`src/rtl/idex_operand_stage_pkg.sv`:
```
// rtl/idex_operand_stage_pkg.sv - datapath width, operand select encodings and ALU op codes
package idex_operand_stage_pkg;

    localparam int XLEN = 32;

    typedef enum logic [1:0] {
        SRC_A_RS1   = 2'b00,
        SRC_A_PC    = 2'b01,
        SRC_A_ZERO  = 2'b10,
        SRC_A_ZERO2 = 2'b11
    } src_a_e;

    typedef enum logic [1:0] {
        SRC_B_RS2   = 2'b00,
        SRC_B_IMM   = 2'b01,
        SRC_B_FOUR  = 2'b10,
        SRC_B_ZERO  = 2'b11
    } src_b_e;

    localparam logic [3:0] ALU_ADD = 4'b0000;

endpackage

```
`src/rtl/idex_operand_stage_if.sv`:
```
// rtl/idex_operand_stage_if.sv - decode, forwarding and EX-side signals of the ID/EX stage
interface idex_operand_stage_if;
    import idex_operand_stage_pkg::*;

    logic            stall;
    logic            flush;
    logic            id_valid;
    logic [XLEN-1:0] id_pc;
    logic [XLEN-1:0] id_imm;
    logic [XLEN-1:0] id_rs1_data;
    logic [XLEN-1:0] id_rs2_data;
    logic [4:0]      id_rs1;
    logic [4:0]      id_rs2;
    logic [4:0]      id_rd;
    logic [1:0]      id_src_a;
    logic [1:0]      id_src_b;
    logic [3:0]      id_alu_control;
    logic            id_reg_write;
    logic            exmem_reg_write;
    logic [4:0]      exmem_rd;
    logic [XLEN-1:0] exmem_result;
    logic            memwb_reg_write;
    logic [4:0]      memwb_rd;
    logic [XLEN-1:0] memwb_result;
    logic [XLEN-1:0] operand_a;
    logic [XLEN-1:0] operand_b;
    logic [3:0]      alu_control;
    logic [XLEN-1:0] ex_store_data;
    logic            ex_valid;
    logic            ex_reg_write;
    logic [4:0]      ex_rd;
    logic [XLEN-1:0] ex_pc;

    modport master (
        output stall, flush, id_valid, id_pc, id_imm, id_rs1_data, id_rs2_data,
               id_rs1, id_rs2, id_rd, id_src_a, id_src_b, id_alu_control, id_reg_write,
               exmem_reg_write, exmem_rd, exmem_result,
               memwb_reg_write, memwb_rd, memwb_result,
        input  operand_a, operand_b, alu_control, ex_store_data,
               ex_valid, ex_reg_write, ex_rd, ex_pc
    );

    modport slave (
        input  stall, flush, id_valid, id_pc, id_imm, id_rs1_data, id_rs2_data,
               id_rs1, id_rs2, id_rd, id_src_a, id_src_b, id_alu_control, id_reg_write,
               exmem_reg_write, exmem_rd, exmem_result,
               memwb_reg_write, memwb_rd, memwb_result,
        output operand_a, operand_b, alu_control, ex_store_data,
               ex_valid, ex_reg_write, ex_rd, ex_pc
    );

endinterface

```
`src/rtl/idex_operand_stage_forward_mux.sv`:
```
// rtl/idex_operand_stage_forward_mux.sv - 3-way priority forward select: EX/MEM, MEM/WB, stored data
module idex_operand_stage_forward_mux
    import idex_operand_stage_pkg::*;
(
    input  logic [4:0]      rs,
    input  logic [XLEN-1:0] reg_data,
    input  logic            exmem_reg_write,
    input  logic [4:0]      exmem_rd,
    input  logic [XLEN-1:0] exmem_result,
    input  logic            memwb_reg_write,
    input  logic [4:0]      memwb_rd,
    input  logic [XLEN-1:0] memwb_result,
    output logic [XLEN-1:0] data
);

    logic exmem_hit;
    logic memwb_hit;

    // x0 is hardwired zero, so a write targeting it must never be forwarded
    assign exmem_hit = exmem_reg_write && (exmem_rd != 5'd0) && (exmem_rd == rs);
    assign memwb_hit = memwb_reg_write && (memwb_rd != 5'd0) && (memwb_rd == rs);

    always_comb begin
        data = reg_data;
        if (exmem_hit) begin
            data = exmem_result;
        end else if (memwb_hit) begin
            data = memwb_result;
        end
    end

endmodule

```
`src/rtl/idex_operand_stage.sv`:
```
// rtl/idex_operand_stage.sv - ID/EX pipeline register with operand forwarding and select muxes
module idex_operand_stage
    import idex_operand_stage_pkg::*;
(
    input  logic clk,
    input  logic reset_n,
    idex_operand_stage_if.slave bus
);

    logic            ex_valid_q;
    logic            ex_reg_write_q;
    logic [4:0]      ex_rd_q;
    logic [4:0]      ex_rs1_q;
    logic [4:0]      ex_rs2_q;
    logic [XLEN-1:0] ex_pc_q;
    logic [XLEN-1:0] ex_imm_q;
    logic [XLEN-1:0] ex_rs1_data_q;
    logic [XLEN-1:0] ex_rs2_data_q;
    logic [1:0]      ex_src_a_q;
    logic [1:0]      ex_src_b_q;
    logic [3:0]      ex_alu_control_q;

    logic [XLEN-1:0] fwd1;
    logic [XLEN-1:0] fwd2;
    logic [XLEN-1:0] id_rs1_bypass;
    logic [XLEN-1:0] id_rs2_bypass;

    idex_operand_stage_forward_mux u_fwd1 (
        .rs(ex_rs1_q), .reg_data(ex_rs1_data_q),
        .exmem_reg_write(bus.exmem_reg_write), .exmem_rd(bus.exmem_rd), .exmem_result(bus.exmem_result),
        .memwb_reg_write(bus.memwb_reg_write), .memwb_rd(bus.memwb_rd), .memwb_result(bus.memwb_result),
        .data(fwd1)
    );

    idex_operand_stage_forward_mux u_fwd2 (
        .rs(ex_rs2_q), .reg_data(ex_rs2_data_q),
        .exmem_reg_write(bus.exmem_reg_write), .exmem_rd(bus.exmem_rd), .exmem_result(bus.exmem_result),
        .memwb_reg_write(bus.memwb_reg_write), .memwb_rd(bus.memwb_rd), .memwb_result(bus.memwb_result),
        .data(fwd2)
    );

    // Decode bypass: the regfile write from MEM/WB lands this same edge, so its data is stale in ID
    idex_operand_stage_forward_mux u_byp1 (
        .rs(bus.id_rs1), .reg_data(bus.id_rs1_data),
        .exmem_reg_write(1'b0), .exmem_rd(5'd0), .exmem_result('0),
        .memwb_reg_write(bus.memwb_reg_write), .memwb_rd(bus.memwb_rd), .memwb_result(bus.memwb_result),
        .data(id_rs1_bypass)
    );

    idex_operand_stage_forward_mux u_byp2 (
        .rs(bus.id_rs2), .reg_data(bus.id_rs2_data),
        .exmem_reg_write(1'b0), .exmem_rd(5'd0), .exmem_result('0),
        .memwb_reg_write(bus.memwb_reg_write), .memwb_rd(bus.memwb_rd), .memwb_result(bus.memwb_result),
        .data(id_rs2_bypass)
    );

    always_ff @(posedge clk) begin
        if (!reset_n || bus.flush) begin
            ex_valid_q       <= 1'b0;
            ex_reg_write_q   <= 1'b0;
            ex_rd_q          <= 5'd0;
            ex_rs1_q         <= 5'd0;
            ex_rs2_q         <= 5'd0;
            ex_pc_q          <= '0;
            ex_imm_q         <= '0;
            ex_rs1_data_q    <= '0;
            ex_rs2_data_q    <= '0;
            ex_src_a_q       <= 2'b00;
            ex_src_b_q       <= 2'b00;
            ex_alu_control_q <= ALU_ADD;
        end else if (bus.stall) begin
            // Refresh held operands so a producer retiring during the stall is not lost
            ex_rs1_data_q <= fwd1;
            ex_rs2_data_q <= fwd2;
        end else begin
            ex_valid_q       <= bus.id_valid;
            ex_reg_write_q   <= bus.id_reg_write && bus.id_valid;
            ex_rd_q          <= bus.id_rd;
            ex_rs1_q         <= bus.id_rs1;
            ex_rs2_q         <= bus.id_rs2;
            ex_pc_q          <= bus.id_pc;
            ex_imm_q         <= bus.id_imm;
            ex_rs1_data_q    <= id_rs1_bypass;
            ex_rs2_data_q    <= id_rs2_bypass;
            ex_src_a_q       <= bus.id_src_a;
            ex_src_b_q       <= bus.id_src_b;
            ex_alu_control_q <= bus.id_alu_control;
        end
    end

    always_comb begin
        bus.operand_a = '0;
        case (ex_src_a_q)
            SRC_A_RS1: bus.operand_a = fwd1;
            SRC_A_PC:  bus.operand_a = ex_pc_q;
            default:   bus.operand_a = '0;
        endcase
    end

    always_comb begin
        bus.operand_b = '0;
        case (ex_src_b_q)
            SRC_B_RS2:  bus.operand_b = fwd2;
            SRC_B_IMM:  bus.operand_b = ex_imm_q;
            SRC_B_FOUR: bus.operand_b = XLEN'(4);
            default:    bus.operand_b = '0;
        endcase
    end

    assign bus.ex_store_data = fwd2;
    assign bus.alu_control   = ex_alu_control_q;
    assign bus.ex_valid      = ex_valid_q;
    assign bus.ex_reg_write  = ex_reg_write_q;
    assign bus.ex_rd         = ex_rd_q;
    assign bus.ex_pc         = ex_pc_q;

endmodule

```
`src/flat_wrapper.sv`:
```
// flat-port wrapper written by rule: the top's interface ports become plain ports
module idex_operand_stage_flat import idex_operand_stage_pkg::*;
  (clk, reset_n, bus_stall, bus_flush, bus_id_valid, bus_id_pc, bus_id_imm, bus_id_rs1_data, bus_id_rs2_data, bus_id_rs1, bus_id_rs2, bus_id_rd, bus_id_src_a, bus_id_src_b, bus_id_alu_control, bus_id_reg_write, bus_exmem_reg_write, bus_exmem_rd, bus_exmem_result, bus_memwb_reg_write, bus_memwb_rd, bus_memwb_result, bus_operand_a, bus_operand_b, bus_alu_control, bus_ex_store_data, bus_ex_valid, bus_ex_reg_write, bus_ex_rd, bus_ex_pc);
  idex_operand_stage_if bus_i ();
  input  logic clk;
  input  logic reset_n;
  input wire logic [$bits(bus_i.stall)-1:0] bus_stall;
  input wire logic [$bits(bus_i.flush)-1:0] bus_flush;
  input wire logic [$bits(bus_i.id_valid)-1:0] bus_id_valid;
  input wire logic [$bits(bus_i.id_pc)-1:0] bus_id_pc;
  input wire logic [$bits(bus_i.id_imm)-1:0] bus_id_imm;
  input wire logic [$bits(bus_i.id_rs1_data)-1:0] bus_id_rs1_data;
  input wire logic [$bits(bus_i.id_rs2_data)-1:0] bus_id_rs2_data;
  input wire logic [$bits(bus_i.id_rs1)-1:0] bus_id_rs1;
  input wire logic [$bits(bus_i.id_rs2)-1:0] bus_id_rs2;
  input wire logic [$bits(bus_i.id_rd)-1:0] bus_id_rd;
  input wire logic [$bits(bus_i.id_src_a)-1:0] bus_id_src_a;
  input wire logic [$bits(bus_i.id_src_b)-1:0] bus_id_src_b;
  input wire logic [$bits(bus_i.id_alu_control)-1:0] bus_id_alu_control;
  input wire logic [$bits(bus_i.id_reg_write)-1:0] bus_id_reg_write;
  input wire logic [$bits(bus_i.exmem_reg_write)-1:0] bus_exmem_reg_write;
  input wire logic [$bits(bus_i.exmem_rd)-1:0] bus_exmem_rd;
  input wire logic [$bits(bus_i.exmem_result)-1:0] bus_exmem_result;
  input wire logic [$bits(bus_i.memwb_reg_write)-1:0] bus_memwb_reg_write;
  input wire logic [$bits(bus_i.memwb_rd)-1:0] bus_memwb_rd;
  input wire logic [$bits(bus_i.memwb_result)-1:0] bus_memwb_result;
  output wire logic [$bits(bus_i.operand_a)-1:0] bus_operand_a;
  output wire logic [$bits(bus_i.operand_b)-1:0] bus_operand_b;
  output wire logic [$bits(bus_i.alu_control)-1:0] bus_alu_control;
  output wire logic [$bits(bus_i.ex_store_data)-1:0] bus_ex_store_data;
  output wire logic [$bits(bus_i.ex_valid)-1:0] bus_ex_valid;
  output wire logic [$bits(bus_i.ex_reg_write)-1:0] bus_ex_reg_write;
  output wire logic [$bits(bus_i.ex_rd)-1:0] bus_ex_rd;
  output wire logic [$bits(bus_i.ex_pc)-1:0] bus_ex_pc;
  assign bus_i.stall = bus_stall;
  assign bus_i.flush = bus_flush;
  assign bus_i.id_valid = bus_id_valid;
  assign bus_i.id_pc = bus_id_pc;
  assign bus_i.id_imm = bus_id_imm;
  assign bus_i.id_rs1_data = bus_id_rs1_data;
  assign bus_i.id_rs2_data = bus_id_rs2_data;
  assign bus_i.id_rs1 = bus_id_rs1;
  assign bus_i.id_rs2 = bus_id_rs2;
  assign bus_i.id_rd = bus_id_rd;
  assign bus_i.id_src_a = bus_id_src_a;
  assign bus_i.id_src_b = bus_id_src_b;
  assign bus_i.id_alu_control = bus_id_alu_control;
  assign bus_i.id_reg_write = bus_id_reg_write;
  assign bus_i.exmem_reg_write = bus_exmem_reg_write;
  assign bus_i.exmem_rd = bus_exmem_rd;
  assign bus_i.exmem_result = bus_exmem_result;
  assign bus_i.memwb_reg_write = bus_memwb_reg_write;
  assign bus_i.memwb_rd = bus_memwb_rd;
  assign bus_i.memwb_result = bus_memwb_result;
  assign bus_operand_a = bus_i.operand_a;
  assign bus_operand_b = bus_i.operand_b;
  assign bus_alu_control = bus_i.alu_control;
  assign bus_ex_store_data = bus_i.ex_store_data;
  assign bus_ex_valid = bus_i.ex_valid;
  assign bus_ex_reg_write = bus_i.ex_reg_write;
  assign bus_ex_rd = bus_i.ex_rd;
  assign bus_ex_pc = bus_i.ex_pc;
  idex_operand_stage u_core (.clk(clk), .reset_n(reset_n), .bus(bus_i));
endmodule
```
`config.mk`:
```
export PLATFORM = sky130hd
export DESIGN_NAME = idex_operand_stage_flat
export DESIGN_NICKNAME = d
export VERILOG_FILES = /design/src/rtl/idex_operand_stage_pkg.sv /design/src/rtl/idex_operand_stage_if.sv /design/src/rtl/idex_operand_stage_forward_mux.sv /design/src/rtl/idex_operand_stage.sv /design/src/flat_wrapper.sv
export SDC_FILE = /design/constraint.sdc
export NUM_CORES = 1
export LEC_CHECK = 0
export CORE_UTILIZATION = 40
export CTS_BUF_LIST = sky130_fd_sc_hd__clkbuf_8
export CTS_CLUSTER_SIZE = 24
export DETAILED_ROUTE_END_ITERATION = 8
export PLACE_DENSITY = 0.79
export RECOVER_POWER = 25
export SYNTH_ARGS = -nofsm -noshare
export SYNTH_HDL_FRONTEND = slang
export SYNTH_SLANG_ARGS = --single-unit
```
`constraint.sdc`:
```
create_clock -name clk -period 2.05 [get_ports clk]
set_clock_uncertainty 0.05 [all_clocks]
set_input_delay 0.205 -clock clk [delete_from_list [all_inputs] [get_ports clk]]
set_output_delay 0.205 -clock clk [all_outputs]
set_load 0.02 [all_outputs]
```
# Word level (Yosys, flattened, before mapping)
# Cells that the tools add are included.
[classes]
n_mux = 10
eq_ne = 9
n_reduce_logical = 15
[op_table]
columns = ["operator", "n"]
rows = [
  ["32-bit two-way mux", 8],
  ["32-bit case mux with 3 select lines", 1],
  ["32-bit case mux with 2 select lines", 1],
  ["5-bit equality test", 6],
  ["5-bit nonzero test", 2],
  ["1-bit logical AND", 9],
  ["2-bit by 1-bit equality test with 1-bit output (second input constant)", 2],
  ["2-bit logical NOT", 2],
  ["2-bit equality test (second input constant)", 1],
  ["1-bit logical NOT", 1],
  ["1-bit logical OR", 1],
]
[totals]
in_bits = 233
regBits = 153
output_inout_bits = 139
word_cells = 46

# Logic depth before layout (Yosys ltp)
# Gate-level depths: netlist of the first run.
[logic_depth]
ltp_word = 6
ltp_mapped = 8
ltp_nobuf = 5

# Cells and area by module
# From an unflattened synthesis of the first run, not the netlist that was laid out.
[unflattened]
hier_cells = 1381
area_unflattened_um2 = 11045.6
[modules_own_cells]
columns = ["mod", "seq_area_each_um2", "cells_per_inst", "area_each_um2", "instances"]
rows = [
  ["idex_operand_stage", 3062.9, 641, 6376.1, 1],
  ["idex_operand_stage_forward_mux", 0.0, 185, 1167.4, 4],
]

# Least setup slack after synthesis of the first run
# OpenSTA, ideal clock, no wires.
[synth_path]
kind = "in2out"
start = "input port bus_memwb_rd[3]"
end = "output port bus_operand_b[0]"
slack_ns = -0.525
path_stages = 7
arrival_time_ns = 2.320
path_buffers = 2
path_cell_list = "buf_2 > or4_4 > o211ai_4 > buf_6 > o21ai_1 > o211a_1 > o41ai_1"
[synth_between]
elab_chain_cells = 6
elab_cells_between_ends = 7
[synth_lines]
columns = ["element", "line", "text"]
rows = [
  ["from (decl)", "flat_wrapper.sv:25", "input wire logic [$bits(bus_i.memwb_rd)-1:0] bus_memwb_rd;"],
  ["5-bit nonzero test", "idex_operand_stage_forward_mux.sv:21", "assign memwb_hit = memwb_reg_write && (memwb_rd != 5'd0) && (memwb_rd == rs);"],
  ["1-bit logical AND", "idex_operand_stage_forward_mux.sv:21", ""],
  ["1-bit logical AND *", "idex_operand_stage_forward_mux.sv:21", ""],
  ["32-bit two-way mux *", "idex_operand_stage_forward_mux.sv:27", "end else if (memwb_hit) begin"],
  ["32-bit two-way mux *", "idex_operand_stage_forward_mux.sv:25", "if (exmem_hit) begin"],
  ["32-bit case mux with 3 select lines *", "idex_operand_stage.sv:102", "case (ex_src_b_q)"],
  ["to (decl)", "flat_wrapper.sv:28", "output wire logic [$bits(bus_i.operand_b)-1:0] bus_operand_b;"],
]
# Mark *: on every way between the ends. The rest lies on a longest branch, timed or not.

# Final worst setup path of the first run
[layout_path]
start = "register u_core.ex_rs2_q[0]"
end = "output port bus_operand_b[3]"
[layout_between]
elab_chain_cells = 5
elab_cells_between_ends = 7
[layout_lines]
columns = ["element", "line", "text"]
rows = [
  ["from (decl)", "idex_operand_stage.sv:14", "logic [4:0] ex_rs2_q;"],
  ["from (signal assigned)", "idex_operand_stage.sv:80", "ex_rs2_q <= bus.id_rs2;"],
  ["5-bit equality test", "idex_operand_stage_forward_mux.sv:21", ""],
  ["1-bit logical AND", "idex_operand_stage_forward_mux.sv:21", ""],
  ["32-bit two-way mux", "idex_operand_stage_forward_mux.sv:27", ""],
  ["32-bit two-way mux *", "idex_operand_stage_forward_mux.sv:25", ""],
  ["32-bit case mux with 3 select lines *", "idex_operand_stage.sv:102", ""],
]
# Marked as above.

==> flow_summary.toml, run 1 <==
[place]
hpwl_mm = 27.7
globalplace.congestion = 0.872
portBuffers = 371
place_area_sq_um = 15300

[die]
row_count = 54
dieArea_sq_um = 23000
die_h_um = 152
core-area_sq_um = 21900
fp.dieW_um = 152
ios = 372
initial_core_util_pct = 40.9

[global_routing]
grt_max_degree = 39
grt_pass1_wl_mm = 63.2
met1_usage_pct = 40.5
antenna_found_initial = 5
top_usage_layer = "met2"
met3_usage_pct = 8.80
grt_pass1_vias = 11100
grt_usage_pct = 37.0
grt_overflow_total = 0
met2_usage_pct = 65.5

[power]
total_leakage_power_nw = 6.94
peakVddDrop_mv = 0.394
power_mw = 8.40
power.density_nw_per_um2 = 469

[cts]
cts_tree = "built"
root_buffer = "clkbuf_8"
clk_latency_ps = 460
postCtsHoldBufs = 0
h-tree-depth = 4
cts_made_buffers = 17
clkTransAtPathRegs_ps = 100
clock-sinks = 153
cts_buffer_depth = 2

[route]
drc = 0
drt_iter0_drc = 770
drtAntennaViolNets = 0
vias = 11100
via_per_inst = 6.12
drtPass1Iterations = 8
wl_per_cell_um = 26.5
routed_wl_mm = 48.1

[setup_path]
cp.depth = 10
max_stage_delay_ps = 380
slowest_stage = "dfxtp_4"
crit_buf_inv = 5
rrSetupSlack_ps = -310
ff2ff_path_depth = 9
arrival_ps = 2750
cp-end-kind = "output pin"
critPathTopFamily = "buffers and inverters"
path_max_fanout = 8
cp.required_ps = 1790
worstPathCellList = "buf_6, xnor2_2, nand4_1, or2_4, buf_4, buf_12, buf_16, o211a_4, o41ai_4, buf_4"
path_class = "reg2out"
crit_top_cell = "buf_4"
crit_path_start_kind = "flop"

[synthesis]
yosysWarningCount = 0
yosys-top-cells-count = "184 x nor2_1, 153 x dfxtp_1, 151 x mux2i_1"
synth_cell_type_count = 39
ys_seq_area_share_pct = 34.2
synth_edf_count = 0
synth_area_leaders = "dfxtp_1 34%, mux2i_1 17%, nor2_1 7.7%, o41ai_2 6.9%, o211a_1 6.7%"
syn_area_per_cell_sq_um = 8.94
synth-seq-cells = 153
synth.top_cell.area_share_pct = 34.2
syn-instance-count = 1002
yosysMostFrequentCell = "nor2_1"
synth.cell_area_sq_um = 8950
syn-num-nets = 1235
dominantRegCellSynth = "dfxtp_1"
async_flop_share_pct = 0
yosysTopAreaCell = "dfxtp_1"

[timing]
post-route-min-period_ps = 3000
maxSlewViolCount = 0
worst_hold_slack_ps = 289
rsz0062_at_grt = "yes"
hold_viol = 0
setup_viol = 139
tns_ps = -70060
timing.fmax_ghz = 0.333
post-route-period-util_pct = 146
maxSlewHeadroom_pct = 8.67
worstMarginPinSlew_ps = 1370
setup_slack_ps = -951

[worst_hold_path]
holdPathStages = 3
hp-class = "in2reg"

[final_layout]
fin_util_pct = 81.8
area_delta_synth_final_pct = 99.9
fill_cells = 1190
multi_input_area_sq_um = 7730
regArea_sq_um = 3110
finalInstanceArea_sq_um = 17900
final_layout_size_suffix_gt1_share_pct = 42.0
final_net_count = 1750

[flow_run]
max-cap-violations = 0

[outcome]
violations = "setup timing"
run_status = "finished with violations"
## registers in the layout, indices dropped and copies added, names as in the netlist
| name | count |
|---|---|
| u_core.bus.alu_control | 4 |
| u_core.bus.ex_rd | 5 |
| u_core.bus.ex_valid | 1 |
| u_core.ex_rs1_q | 5 |
| u_core.ex_src_a_q | 2 |
| u_core.bus.ex_reg_write | 1 |
| u_core.ex_imm_q | 32 |
| u_core.ex_rs1_data_q | 32 |
| u_core.ex_rs2_q | 5 |
| u_core.ex_src_b_q | 2 |
| u_core.bus.ex_pc | 32 |
| u_core.ex_rs2_data_q | 32 |
## power breakdown
part           switching, mW  internal, mW
Sequential            0.0708          3.07
Clock                   1.36          1.28
Combinational           1.26          1.35
Total                   2.70          5.70
## what timing repair did
item	CTS	global route
setup buffers	27	33
resized for setup	727	130
cloned	9	2
endpoints found under the setup margin	155	151
pin swaps	34	51
## final timing paths
path / from / end
worst max-delay path: u_core.ex_rs2_q[0] / bus_operand_b[3]
worst min-delay path: bus_id_alu_control[0] / u_core.bus.alu_control[0]
worst max register to register: u_core.ex_rs2_q[0] / u_core.ex_rs2_data_q[7]
worst min register to register: u_core.ex_imm_q[13] / u_core.ex_imm_q[13]
## through the flow
stage | setup WS (ps) | std cells
CTS | -743 | 1779
finish | -951 | 1813
global placement | -1230 | 1712
global route | -1030 | 1813
detailed placement | -1240 | 1712
floorplan | -125 | 1002
## metal layers
layer	vias to the layer above	routed length, um
met5	-	11
met4	2	2790
met3	243	4520
met2	769	23900
met1	5347	16900
li1	4740	-
## worst register-to-register path: cells and delay by family (launching register included)
family / cells / cell delay (ps)
buffers and inverters: 4 / 560
XOR/XNOR: 1 / 110
AND/OR/NAND/NOR: 2 / 490
AO/OA/AOI/OAI: 2 / 640
flip-flops: 1 / 380
## cells in the final DEF, fill, tap and decap left out, types with 58 or more instances in the layout
master and count:
buf_4 190, nor2_4 64, o211a_4 58, nand2_1 61
dfxtp_1 139, clkdlybuf4s50_1 265, mux2i_1 151, nor2_1 97
o41ai_4 62, buf_6 70
## cell type report
type | count | share of cell area [%]
Clock buffer | 19 | 1.46
Clock inverter | 13 | 0.937
Sequential cell | 153 | 17.4
Tap cell | 280 | 1.96
Timing Repair Buffer | 595 | 34.4
Multi-Input combinational cell | 717 | 43.2
Antenna cell | 3 | 0.0419
Inverter | 33 | 0.692
## cell families (layout without fill, tap and decap cells)
kind of cell | after synthesis | after routing | share of synthesized area (%)
AOI/OAI and AO/OA | 260 | 260 | 26.9
xor gates and xnor gates | 30 | 30 | 2.93
buffers and inverters | 132 | 660 | 6.46
DFF | 153 | 153 | 34.2
muxes | 151 | 151 | 16.9
other | 0 | 3 | 0
and+or+nand+nor | 276 | 276 | 12.6
No activity file was read; power rests on OpenSTA's default activity.
==> inputs of run 2 (changes only) <==
--- a/config.mk
+++ b/config.mk
@@ -5,6 +5,7 @@
 export SDC_FILE = /design/constraint.sdc
 export NUM_CORES = 1
 export LEC_CHECK = 0
+export CORE_ASPECT_RATIO = 0.6
 export CORE_UTILIZATION = 40
 export CTS_BUF_LIST = sky130_fd_sc_hd__clkbuf_8
 export CTS_CLUSTER_SIZE = 24
==> run 2 against run 1 <==
The flow still finishes with violations (setup timing); die area barely moved; count of clock-buffer cells in the layout did not move; combinational power rose by 3%; setup slack improved by 120 ps; core utilization rose by 2.7 points; largest cell class unchanged.
==> flow_summary.toml, run 2 (synthesis gave the netlist of run 1 again) <==
[cts]
clock-sinks = 153
cts_tree = "built"
cts_buffer_depth = 2
clk_latency_ps = 490
h-tree-depth = 4
clkTransAtPathRegs_ps = 90
cts_made_buffers = 17
root_buffer = "clkbuf_8"

[route]
drtPass1Iterations = 5
drt_iter0_drc = 1098
routed_wl_mm = 49.7
via_per_inst = 6.16
drtAntennaViolNets = 0
vias = 11200
drc = 0
wl_per_cell_um = 27.4

[timing]
timing.fmax_ghz = 0.348
rsz0062_at_grt = "yes"
maxSlewViolCount = 0
maxSlewHeadroom_pct = 33.4
hold_viol = 0
post-route-period-util_pct = 140
setup_viol = 130
post-route-min-period_ps = 2880
worstMarginPinSlew_ps = 999
setup_slack_ps = -826

[power]
power.density_nw_per_um2 = 464
netSwitchingFraction_pct = 32.2
total_leakage_power_nw = 7.07
pwr-share-clk_pct = 30.8
combPwrFrac_pct = 32.0
switchingPower_mw = 2.71
power_mw = 8.43
p_int_mw = 5.72
seqPwrFrac_pct = 37.2
peakVddDrop_mv = 0.462

[die]
core-area_sq_um = 21500
fp.dieW_um = 195
die_h_um = 118
row_count = 41
ios = 372
initial_core_util_pct = 41.7
dieArea_sq_um = 23000

[outcome]
run_status = "finished with violations"
violations = "setup timing"

[setup_path]
cp.required_ps = 1790
crit_path_start_kind = "input port"
worstPathCellList = "dlygate4sd2_1, or4_4, o211ai_1, or2_4, buf_6, buf_12, buf_6, nor2_4, o41ai_4, buf_4"
crit_buf_inv = 5
cp-end-kind = "output pin"
critPathLaunch = "bus_exmem_rd[4]"
crit_top_cell = "buf_6"
arrival_ps = 2620
path_max_fanout = 8
rr_startpoint = "u_core.ex_rs2_q[2]"
max_stage_delay_ps = 470
slowest_stage = "or4_4"
critPathTopFamily = "buffers and inverters"
path_class = "in2out"

[place]
place_ws_ps = -1280
place_area_sq_um = 15300
placed_cells = 1712
portBuffers = 371
hpwl_mm = 29.5
globalplace.congestion = 0.908

[global_routing]
grt_overflow_total = 0
antenna_found_initial = 8
grt_max_degree = 53
grt_usage_pct = 39.3
grt_pass1_vias = 11100
grt_pass1_wl_mm = 68.1

[final_layout]
mostFrequentLayoutCells = "264 x clkdlybuf4s50_1, 174 x buf_4, 148 x mux2i_1"
layoutNonFillerInstCount = 1813
final_net_count = 1750
layout_commonest_cell = "clkdlybuf4s50_1"
finalInstanceArea_sq_um = 18200
fin_util_pct = 84.5
area_delta_synth_final_pct = 103
final_layout_size_suffix_gt1_share_pct = 42.6

[worst_hold_path]
hp-class = "in2reg"
min_from = "bus_stall"

[flow_run]
max-cap-violations = 0
-- run 2: layer usage --
| metal | GRT usage [%] | wire, um |
|---|---|---|
| met5 | 0 | 12 |
| met1 | 48.2 | 19400 |
| met2 | 62.3 | 22700 |
| met3 | 12.0 | 4980 |
| met4 | 19.4 | 2610 |
-- run 2: worst min-delay path, delay by kind of cell --
kind                   cells  cell delay [ps]
buffers and inverters      2              320
multiplexers               1              150
AND/OR/NAND/NOR            1               70
-- run 2: path summary, 6_finish.rpt --
kind,to,slack (ps),depth (start not counted)
hold reg to reg,u_core.bus.ex_rd[0],450,2
hold / removal,u_core.bus.ex_pc[5],260,4
setup reg to reg,u_core.ex_rs2_data_q[10],-250,9
setup / recovery,bus_operand_b[9],-830,10
-- run 2: power groups by stage --
stage / combinational (mW) / sequential, mW / clock [mW]
4_1_cts: 2.48 / 3.13 / 2.57
3_5_place_dp: 2.21 / 3.20 / 0
2_1_floorplan: 1.00 / 3.21 / 0
5_1_grt: 2.78 / 3.15 / 2.72
3_3_place_gp: 2.18 / 3.19 / 0
6_report: 2.69 / 3.14 / 2.60
-- run 2: repair_timing --
action,4_1_cts,5_1_grt
buffers inserted,38,19
pin swaps,37,61
setup endpoints to repair,156,144
resized for setup,738,141
cloned,13,7
hold buffers,0,0
-- run 2: cell type report --
class                   count  area [sq um]
flip-flops and latches    153          3100
diodes                      5          12.5
fillers                  1138          3330
clock buffers              19           262
inverters                  33           124
well taps                 279           349
repair buffers            595          6330
clock inverters            12           146
multi-input cells         717          7840
-- run 2: through the flow --
stage | hold WS, ps | TNS [ps]
after floorplan | 299 | -7510
after CTS | 235 | -60320
after detailed placement | 435 | -148280
final | 257 | -69010
after global placement | 424 | -145020
after global routing | 254 | -77550
==> inputs of run 3 (changes only) <==
--- a/config.mk
+++ b/config.mk
@@ -7,7 +7,6 @@
 export LEC_CHECK = 0
 export CORE_ASPECT_RATIO = 0.6
 export CORE_UTILIZATION = 40
-export CTS_BUF_LIST = sky130_fd_sc_hd__clkbuf_8
 export CTS_CLUSTER_SIZE = 24
 export DETAILED_ROUTE_END_ITERATION = 8
 export PLACE_DENSITY = 0.79
==> run 3 against run 2 <==
The run still ends with setup timing left; sequential cell count did not move; combinational power grew 4%; via count increased by 4.3%; register-to-register slack gained 80 ps; cell count is 1.4% higher; non-clock buffer count rose by 25.
==> flow_summary.toml, run 3 (synthesis gave the netlist of run 1 again) <==
[power]
total_leakage_power_nw = 7.33
peakVddDrop_mv = 0.654
power.density_nw_per_um2 = 497
power_mw = 9.32

[die]
fp.dieW_um = 195
row_count = 41
dieArea_sq_um = 23000
initial_core_util_pct = 41.7
ios = 372
die_h_um = 118
core-area_sq_um = 21500

[outcome]
run_status = "finished with violations"
violations = "setup timing"

[final_layout]
mostFrequentLayoutCells = "263 x clkdlybuf4s50_1, 179 x buf_4, 145 x mux2i_1"
final_net_count = 1775
area_delta_synth_final_pct = 109
layout_commonest_cell = "clkdlybuf4s50_1"
final_layout_size_suffix_gt1_share_pct = 45.1
finalInstanceArea_sq_um = 18800
fill_cells = 1031

[worst_hold_path]
holdPathStages = 3
min_from = "bus_id_pc[17]"
holdPathEnd = "u_core.bus.ex_pc[17]"
hp-class = "in2reg"

[global_routing]
antenna_found_initial = 6
grt_pass1_vias = 11100
grt_pass1_wl_mm = 68.8
grt_max_degree = 53
grt_overflow_total = 0
grt_usage_pct = 39.6

[route]
top_layer_used = "met5"
routed_wl_mm = 53.0
drtPass1Iterations = 5
vias = 11700
drtAntennaViolNets = 0
drt_iter0_drc = 1276
wl_met1_mm = 20.3
drc = 0
wl_met3_mm = 5.49
wl_per_cell_um = 28.9
via_per_inst = 6.34
wl_met2_mm = 24.2

[cts]
clock-sinks = 153
clk_latency_ps = 450
postCtsHoldBufs = 0
cts_buffer_depth = 2
clkTransAtPathRegs_ps = 70
h-tree-depth = 4
cts_made_buffers = 17
root_buffer = "clkbuf_16"
cts_tree = "built"

[timing]
post-route-period-util_pct = 141
timing.fmax_ghz = 0.345
post-route-min-period_ps = 2900
maxSlewViolCount = 0
rsz0062_at_grt = "yes"
worst_hold_slack_ps = 311
worstMarginPinSlew_ps = 1000
setup_viol = 142
setup_slack_ps = -847
maxSlewHeadroom_pct = 33.2
hold_viol = 0

[setup_path]
critPathTopFamily = "compound AO/OA/AOI/OAI gates"
path_class = "reg2out"
crit_path_start_kind = "flop"
slowest_stage = "o21ai_0"
rrSetupSlack_ps = -170
ff2ff_path_depth = 8
crit_buf_inv = 4
cp.required_ps = 1790
crit_top_cell = "buf_4"
rr_startpoint = "u_core.ex_rs1_q[2]"
worstPathCellList = "buf_4, xnor2_1, nand4_1, buf_4, buf_8, o21ai_0, o211a_4, o41ai_4, buf_4"
arrival_ps = 2640
path_max_fanout = 32
max_stage_delay_ps = 400
rr_endpoint = "u_core.ex_rs1_data_q[31]"
cp-end-kind = "output pin"

[flow_run]
max-cap-violations = 0

[place]
globalplace.congestion = 0.908
hpwl_mm = 29.5
portBuffers = 371
place_area_sq_um = 15300
## run 3: how the worst max path moves through the flow
stage / start / to / slack, ps / cells after the start
detailed placement: bus_exmem_rd[0] / bus_operand_b[27] / -1280 / 9
finish: u_core.ex_rs1_q[2] / bus_operand_a[31] / -850 / 9
global route: u_core.ex_rs1_q[2] / bus_operand_a[31] / -870 / 9
CTS: u_core.ex_rs2_q[0] / bus_operand_b[13] / -700 / 8
floorplan: bus_memwb_rd[3] / bus_operand_b[20] / -120 / 7
global placement: bus_exmem_rd[0] / bus_operand_a[19] / -1300 / 9
## run 3: routing by layer
metal	vias up	global-route usage, %
met3	231	10.0
met1	5736	50.1
li1	4804	-
met5	-	0
met2	887	63.3
met4	2	18.1
## run 3: worst register-to-register path, cell delays in order, from the launching register on
cell and delay (ps):
dfxtp_2 340, buf_4 140, xnor2_1 210, nand4_1 190, buf_4 190, buf_8 200, o21ai_0 430, o211a_4 280
o32ai_4 80
## run 3: power breakdown
part / total [mW] / switching (mW) / internal (mW)
logic: 2.79 / 1.36 / 1.43
registers: 3.14 / 0.0756 / 3.07
clock network: 3.38 / 1.46 / 1.92
total: 9.32 / 2.90 / 6.42
## run 3: layout make-up
class / instances / area (sq um) / area share (%)
antenna: 5 / 12.5 / 0.0667
clock buffer: 20 / 478 / 2.55
clock inverter: 11 / 116 / 0.620
inverter: 33 / 124 / 0.660
multi-input combinational: 717 / 7910 / 42.2
sequential: 153 / 3100 / 16.5
tap: 279 / 349 / 1.86
timing repair buffer: 620 / 6660 / 35.5
## run 3: repair_timing
action / CTS / global route
cloned: 15 / 9
setup endpoints to repair: 158 / 144
buffers inserted: 45 / 28
resized for setup: 710 / 217
pin swaps: 49 / 63
## run 3: metrics by stage
stage / utilization, % / setup slack, ps / cells / TNS, ps
floorplan: - / -125 / 1002 / -7510
global placement: 71.2 / -1300 / 1712 / -145020
detailed placement: 71.2 / -1280 / 1712 / -148280
CTS: 81.3 / -699 / 1801 / -54630
global route: 87.2 / -865 / 1837 / -69870
finish: 87.3 / -847 / 1838 / -65160
